## src/rtl/fifo_ptr_ctrl_pkg.sv

```systemverilog
// Shared constants and types for the FIFO pointer/flag controller.
package fifo_pkg;
    localparam int ADDR_W   = 10;
    localparam int DEPTH    = 1024;
    localparam int BANK_BIT = 9;

    // Pointer carries one extra wrap bit above the address.
    typedef logic [ADDR_W:0] ptr_t;
    // Occupancy 0..DEPTH needs the same width as a pointer.
    typedef logic [ADDR_W:0] count_t;
endpackage

```

## src/rtl/fifo_ptr_ctrl_if.sv

```systemverilog
// Request/status bundle between the FIFO client and the pointer controller.
// Optional almost flags exist only with FIFO_CTRL_ALMOST_FLAGS_EN.
interface fifo_ptr_ctrl_if #(parameter int ADDR_W = fifo_pkg::ADDR_W);
    logic              wr_req;
    logic              rd_req;
    logic [ADDR_W-1:0] wr_addr;
    logic [ADDR_W-1:0] rd_addr;
    logic              wr_en;
    logic              rd_en;
    logic              rd_valid;
    logic              full;
    logic              empty;
    logic [ADDR_W:0]   count;
    logic              overflow;
    logic              underflow;
`ifdef FIFO_CTRL_ALMOST_FLAGS_EN
    logic              almost_full;
    logic              almost_empty;

    modport master (output wr_req, rd_req,
                    input  wr_addr, rd_addr, wr_en, rd_en, rd_valid, full, empty,
                           count, overflow, underflow, almost_full, almost_empty);
    modport slave  (input  wr_req, rd_req,
                    output wr_addr, rd_addr, wr_en, rd_en, rd_valid, full, empty,
                           count, overflow, underflow, almost_full, almost_empty);
`else
    modport master (output wr_req, rd_req,
                    input  wr_addr, rd_addr, wr_en, rd_en, rd_valid, full, empty,
                           count, overflow, underflow);
    modport slave  (input  wr_req, rd_req,
                    output wr_addr, rd_addr, wr_en, rd_en, rd_valid, full, empty,
                           count, overflow, underflow);
`endif
endinterface

```

## src/rtl/fifo_ptr_cnt.sv

```systemverilog
// Enabled wrap-around counter with async reset; one per FIFO pointer.
module fifo_ptr_cnt #(
    parameter int W = fifo_pkg::ADDR_W + 1
) (
    input  logic         clk,
    input  logic         rst,
    input  logic         en_i,
    output logic [W-1:0] cnt_o
);
    logic [W-1:0] cnt_q, cnt_d;

    // Advance by one when enabled; natural overflow gives the wrap.
    always_comb begin
        cnt_d = cnt_q;
        if (en_i) cnt_d = cnt_q + W'(1);
    end

    // Pointer register.
    always_ff @(posedge clk or posedge rst) begin
        if (rst) cnt_q <= '0;
        else     cnt_q <= cnt_d;
    end

    assign cnt_o = cnt_q;
endmodule

```

## src/rtl/fifo_ptr_ctrl.sv

```systemverilog
// Pointer and flag controller for the two-bank FIFO. Produces the write/read
// addresses (bit BANK_BIT selects the bank), qualified strobes, status flags
// and error pulses. Flags come only from the registered pointers.
// Optional almost-full/almost-empty flags: define FIFO_CTRL_ALMOST_FLAGS_EN.
module fifo_ptr_ctrl #(
    parameter int ADDR_W   = fifo_pkg::ADDR_W
`ifdef FIFO_CTRL_ALMOST_FLAGS_EN
   ,parameter int AF_LEVEL = 1020,
    parameter int AE_LEVEL = 4
`endif
) (
    input  logic            clk,
    input  logic            rst,
    fifo_ptr_ctrl_if.slave  bus
);
    import fifo_pkg::*;

    logic [ADDR_W:0] wr_ptr, rd_ptr;
    logic            full, empty, wr_en, rd_en;
    logic            rd_valid_q;

    // Wrap bit differs with equal low bits: writer is a full lap ahead.
    assign full  = (wr_ptr[ADDR_W] != rd_ptr[ADDR_W]) &&
                   (wr_ptr[ADDR_W-1:0] == rd_ptr[ADDR_W-1:0]);
    assign empty = (wr_ptr == rd_ptr);

    // Requests are qualified against the registered flags only, so a full
    // FIFO never passes a write through and an empty one never bypasses.
    assign wr_en = bus.wr_req & ~full;
    assign rd_en = bus.rd_req & ~empty;

    fifo_ptr_cnt #(.W(ADDR_W+1)) u_wr_cnt (
        .clk   (clk),
        .rst   (rst),
        .en_i  (wr_en),
        .cnt_o (wr_ptr)
    );

    fifo_ptr_cnt #(.W(ADDR_W+1)) u_rd_cnt (
        .clk   (clk),
        .rst   (rst),
        .en_i  (rd_en),
        .cnt_o (rd_ptr)
    );

    // Memory read data lands one cycle after the accepted read.
    always_ff @(posedge clk or posedge rst) begin
        if (rst) rd_valid_q <= 1'b0;
        else     rd_valid_q <= rd_en;
    end

    assign bus.wr_addr   = wr_ptr[ADDR_W-1:0];
    assign bus.rd_addr   = rd_ptr[ADDR_W-1:0];
    assign bus.wr_en     = wr_en;
    assign bus.rd_en     = rd_en;
    assign bus.rd_valid  = rd_valid_q;
    assign bus.full      = full;
    assign bus.empty     = empty;
    assign bus.count     = wr_ptr - rd_ptr;
    assign bus.overflow  = bus.wr_req & full;
    assign bus.underflow = bus.rd_req & empty;

`ifdef FIFO_CTRL_ALMOST_FLAGS_EN
    localparam logic [ADDR_W:0] AF_C = (ADDR_W+1)'(AF_LEVEL);
    localparam logic [ADDR_W:0] AE_C = (ADDR_W+1)'(AE_LEVEL);

    logic [ADDR_W:0] wr_nxt, rd_nxt, cnt_d;
    logic            af_q, ae_q;

    assign wr_nxt = wr_ptr + {{ADDR_W{1'b0}}, wr_en};
    assign rd_nxt = rd_ptr + {{ADDR_W{1'b0}}, rd_en};
    assign cnt_d  = wr_nxt - rd_nxt;

    // Registered from next-state count so the flags line up with count.
    always_ff @(posedge clk or posedge rst) begin
        if (rst) begin
            af_q <= 1'b0;
            ae_q <= 1'b1;
        end else begin
            af_q <= (cnt_d >= AF_C);
            ae_q <= (cnt_d <= AE_C);
        end
    end

    assign bus.almost_full  = af_q;
    assign bus.almost_empty = ae_q;
`endif
endmodule

```

## src/flat_wrapper.sv

```systemverilog
// flat-port wrapper written by rule: the top's interface ports become plain ports
module fifo_ptr_ctrl_flat import fifo_pkg::*;
#(
    parameter int ADDR_W   = fifo_pkg::ADDR_W

)
  (clk, rst, bus_wr_req, bus_rd_req, bus_wr_addr, bus_rd_addr, bus_wr_en, bus_rd_en, bus_rd_valid, bus_full, bus_empty, bus_count, bus_overflow, bus_underflow);
  fifo_ptr_ctrl_if #(.ADDR_W(ADDR_W)) bus_i ();
  input  logic clk;
  input  logic rst;
  input wire logic [$bits(bus_i.wr_req)-1:0] bus_wr_req;
  input wire logic [$bits(bus_i.rd_req)-1:0] bus_rd_req;
  output wire logic [$bits(bus_i.wr_addr)-1:0] bus_wr_addr;
  output wire logic [$bits(bus_i.rd_addr)-1:0] bus_rd_addr;
  output wire logic [$bits(bus_i.wr_en)-1:0] bus_wr_en;
  output wire logic [$bits(bus_i.rd_en)-1:0] bus_rd_en;
  output wire logic [$bits(bus_i.rd_valid)-1:0] bus_rd_valid;
  output wire logic [$bits(bus_i.full)-1:0] bus_full;
  output wire logic [$bits(bus_i.empty)-1:0] bus_empty;
  output wire logic [$bits(bus_i.count)-1:0] bus_count;
  output wire logic [$bits(bus_i.overflow)-1:0] bus_overflow;
  output wire logic [$bits(bus_i.underflow)-1:0] bus_underflow;
  assign bus_i.wr_req = bus_wr_req;
  assign bus_i.rd_req = bus_rd_req;
  assign bus_wr_addr = bus_i.wr_addr;
  assign bus_rd_addr = bus_i.rd_addr;
  assign bus_wr_en = bus_i.wr_en;
  assign bus_rd_en = bus_i.rd_en;
  assign bus_rd_valid = bus_i.rd_valid;
  assign bus_full = bus_i.full;
  assign bus_empty = bus_i.empty;
  assign bus_count = bus_i.count;
  assign bus_overflow = bus_i.overflow;
  assign bus_underflow = bus_i.underflow;
  fifo_ptr_ctrl #(.ADDR_W(ADDR_W)) u_core (.clk(clk), .rst(rst), .bus(bus_i));
endmodule
```

## config.mk

```make
export PLATFORM = sky130hd
export DESIGN_NAME = fifo_ptr_ctrl_flat
export DESIGN_NICKNAME = d
export VERILOG_FILES = /design/src/rtl/fifo_ptr_ctrl_pkg.sv /design/src/rtl/fifo_ptr_ctrl_if.sv /design/src/rtl/fifo_ptr_cnt.sv /design/src/rtl/fifo_ptr_ctrl.sv /design/src/flat_wrapper.sv
export SDC_FILE = /design/constraint.sdc
export NUM_CORES = 1
export LEC_CHECK = 0
export ABC_CLOCK_PERIOD_IN_PS = 2500
export CAP_MARGIN = 10
export CORE_MARGIN = 2
export CORE_UTILIZATION = 43
export DETAILED_ROUTE_END_ITERATION = 6
export PLACE_DENSITY = 0.76
export SYNTH_ARGS = -nofsm -noshare
export SYNTH_HDL_FRONTEND = slang
export SYNTH_HIERARCHICAL = 1
export SYNTH_SLANG_ARGS = --single-unit
```

## constraint.sdc

```tcl
create_clock -name clk -period 2.5 [get_ports clk]
set_clock_uncertainty 0.2 [all_clocks]
set_input_delay 0.375 -clock clk [delete_from_list [all_inputs] [get_ports clk]]
set_output_delay 0.375 -clock clk [all_outputs]
set_load 0.005 [all_outputs]
```

==> results <==
[registers in the layout, summed over array words and instances (netlist names)]
signal / count
u_core/u_rd_cnt/cnt_o: 11
u_core/u_wr_cnt/cnt_o: 11
u_core/bus.rd_valid: 1
[worst max-delay path by stage]
| stage | depth (start not counted) | startpoint | endpoint |
|---|---|---|---|
| 6_report | 11 | u_core/u_wr_cnt/cnt_o[0] | bus_count[10] |
| 2_1_floorplan | 9 | u_core/u_wr_cnt/cnt_o[0] | bus_count[10] |
| 5_1_grt | 11 | u_core/u_wr_cnt/cnt_o[0] | bus_count[10] |
| 3_3_place_gp | 10 | u_core/u_wr_cnt/cnt_o[0] | bus_count[10] |
| 3_5_place_dp | 10 | u_core/u_wr_cnt/cnt_o[0] | bus_count[10] |
| 4_1_cts | 11 | u_core/u_wr_cnt/cnt_o[0] | bus_count[10] |
[worst max-delay path, delay by kind of cell (launching register included)]
family	cells	cell delay (ps)
fa+ha+maj	2	530
xor+xnor	1	130
buf+inv	4	420
compound gates	4	720
flops	1	400
[per-layer routing]
metal	up-vias	GRT usage, %	part of all wire (%)
met3	7	3.21	2.8
met5	-	0	0
met1	815	28.5	40
met2	41	44.1	56
li1	735	-	-
met4	0	7.34	1.3
[stage by stage]
| stage | hold slack, ps | utilization [%] | worst slack, ps |
|---|---|---|---|
| after floorplan | -96.3 | - | -8.20 |
| after global placement | 281 | 69.2 | -480 |
| after detailed placement | 281 | 69.2 | -581 |
| after CTS | 41.8 | 74.3 | -562 |
| after global routing | 30.8 | 80.1 | -740 |
| final | 37.8 | 80.1 | -589 |
[power by group through the flow]
stage / logic, mW / clock network (mW) / registers [mW]
2_1_floorplan: 1.14 / 0 / 0.677
3_3_place_gp: 2.84 / 0 / 0.571
3_5_place_dp: 2.93 / 0 / 0.576
4_1_cts: 3.13 / 0.178 / 0.578
5_1_grt: 3.79 / 0.203 / 0.598
6_report: 3.62 / 0.181 / 0.585
[cell usage in the layout, fill, tap and decap left out, drive strengths merged]
cell           count
buf               66
dlygate4sd2        3
clkinv             1
nand4              8
a21o               3
clkdlybuf4s15      2
xnor2             20
fa                 1
o211ai             1
clkbuf             5
a31oi              1
dfrtp             23
nor2               6
o21a               1
nand3              5
ha                12
a221oi             1
or2                1
and3               3
nor2b              3
and2               2
mux2               2
o21ai              2
nor3               7
clkdlybuf4s50     27
a21oi              7
xor2              10
inv               24
nand3b             1
nor4               2
o21bai             1
or3                2
nand2              8
[layout make-up]
type	count	area share, %
clock buffer	3	0.836
tap	46	2.14
clock inverter	1	0.186
multi-input combinational	110	41.0
timing repair buffer	100	31.2
sequential	23	21.4
inverter	24	3.34
[cells by family (layout without fill, tap and decap cells)]
| logic type | count (synthesis) | count (layout) | share of synthesized area (%) |
|---|---|---|---|
| flops | 23 | 23 | 38.0 |
| fa+ha+maj | 13 | 13 | 11.2 |
| simple gates | 48 | 48 | 18.3 |
| compound gates | 17 | 17 | 7.61 |
| xor+xnor | 30 | 30 | 17.4 |
| buf+inv | 24 | 128 | 5.96 |
| mux | 2 | 2 | 1.49 |
[what timing repair did]
item / 4_1_cts / 5_1_grt
cloned: 0 / 0
resized for setup: 60 / 29
buffers inserted: 7 / 9
endpoints found under the hold margin: 0 / 0
endpoints found under the setup margin: 26 / 25
pin swaps: 17 / 12
==> flow_summary.toml <==
[outcome]
status = "finished, violations left"
violations = "setup timing"

[flow_run]
cap_violations = 0

[clocking]
cts-htree-levels = 1
clkSinkCount = 23
hold_buffers = 0
clkTransAtPathRegs_ps = 130
cts_root_buf = "clkbuf_4"
cts_buffers = 3
clkLatencyLatePin_ps = 320
tritoncts = "built"
clockBufferDepth = 2

[power]
pwr-share-clk_pct = 4.1
pwr-share-seq_pct = 13.3
power_density_mw_per_mm2 = 1630
p_comb_share_pct = 82.5
p_int_mw = 2.54
finalPower_mw = 4.39
swShare_pct = 42.2
p_sw_mw = 1.85
vdd_drop_max_uv = 776
leakage_nw = 1.29

[synth]
synth_top_area_share_pct = 38.0
synthTopCellsByArea = "dfrtp_1 38%, xnor2_1 12%, ha_1 9.9%, inv_1 6.0%, xor2_1 5.8%"
ys_top_cells_by_count = "24 x inv_1, 23 x dfrtp_1, 20 x xnor2_1, 12 x ha_1, 10 x xor2_1"
syn-num-nets = 174
syn_area_sq_mm = 0.00151
synth.avg_cell_area_sq_um = 9.64
async_flop_share_pct = 100
synth.yosys.warnings = 6
synth_edf_count = 0
synth_ff_type = "dfrtp_1"
post-synth-top-area-cell = "dfrtp_1"
yosysSeqAreaShare_pct = 38.0
ys_types = 29
ys_ff_latch = 23
syn_inst = 157
yosysMostFrequentCell = "inv_1"

[floorplanning]
rows = 21
die_h_um = 63.3
core_region_area_sq_mm = 0.00336
dieArea_sq_mm = 0.00401
ioPinCount = 42
initial_core_util_pct = 45.0
die_w_um = 63.3

[worst_setup_path]
crit_slowest_cell = "dfrtp_1"
rrSetupSlack_ps = -130
cp.arrival_ps = 2510
worst_setup_path_start_kind = "register"
reg2reg_depth = 12
cp.required_ps = 1920
cpPeakStageDelay_ps = 400
crit_path_max_fanout = 2
reg2reg_from = "u_core/u_wr_cnt/cnt_o[1]"
crit_path_end_kind = "primary output"
crit_chain = "inv_1 > ha_2 > inv_2 > fa_2 > a21o_1 > a221oi_4 > buf_4 > o211ai_1 > a21oi_2 > xnor2_1 > buf_2"
reg2reg_to = "u_core/u_rd_cnt/cnt_o[6]"
setup.worst_path.class = "reg -> out"

[cells_and_area]
area_delta_synth_final_pct = 78.1
instances_no_fill = 307
n_antenna_cell = 0
multi_input_area_sq_mm = 0.00110
fin_nets = 279
final-seq-area_sq_um = 576
layout-drive-gt1-share_pct = 44.1
fill_cells = 227
finalInstanceArea_sq_mm = 0.00269

[sta]
fin_ws_ps = -589
drv_slew = 0
setup_violations = 21
hold_viol = 0
period_needed_ps = 3090
slew_headroom_pct = 67.0
rsz0062_at_grt = "true"
period_share_pct = 124
fmax_ghz = 0.324
setup_tns_ps = -4190
worst_slew_pin_slew_ps = 495

[routing]
final_antenna_net_count = 0
drc = 0
dr_total_vias = 1598
drt_iter0_drc = 98
routed_wirelength_um = 5590
viasPerCell = 5.21
first_pass_iters = 4
wl_per_cell_um = 18.2

[global_routing]
gr-total-overflow = 0
grt_pass1_wl_um = 7520
grt_usage_pct = 23.8
grt_max_degree = 14
grt_pass1_vias = 1606
antenna_found_initial = 0

[place]
io_buffers = 41
dp_hpwl_um = 3290
place_area_sq_mm = 0.00233
dp_cells = 289
gp_congestion = 0.876

[worst_hold_path]
hold_class = "in -> async"
Note: power is estimated with default switching activity, not from simulation.
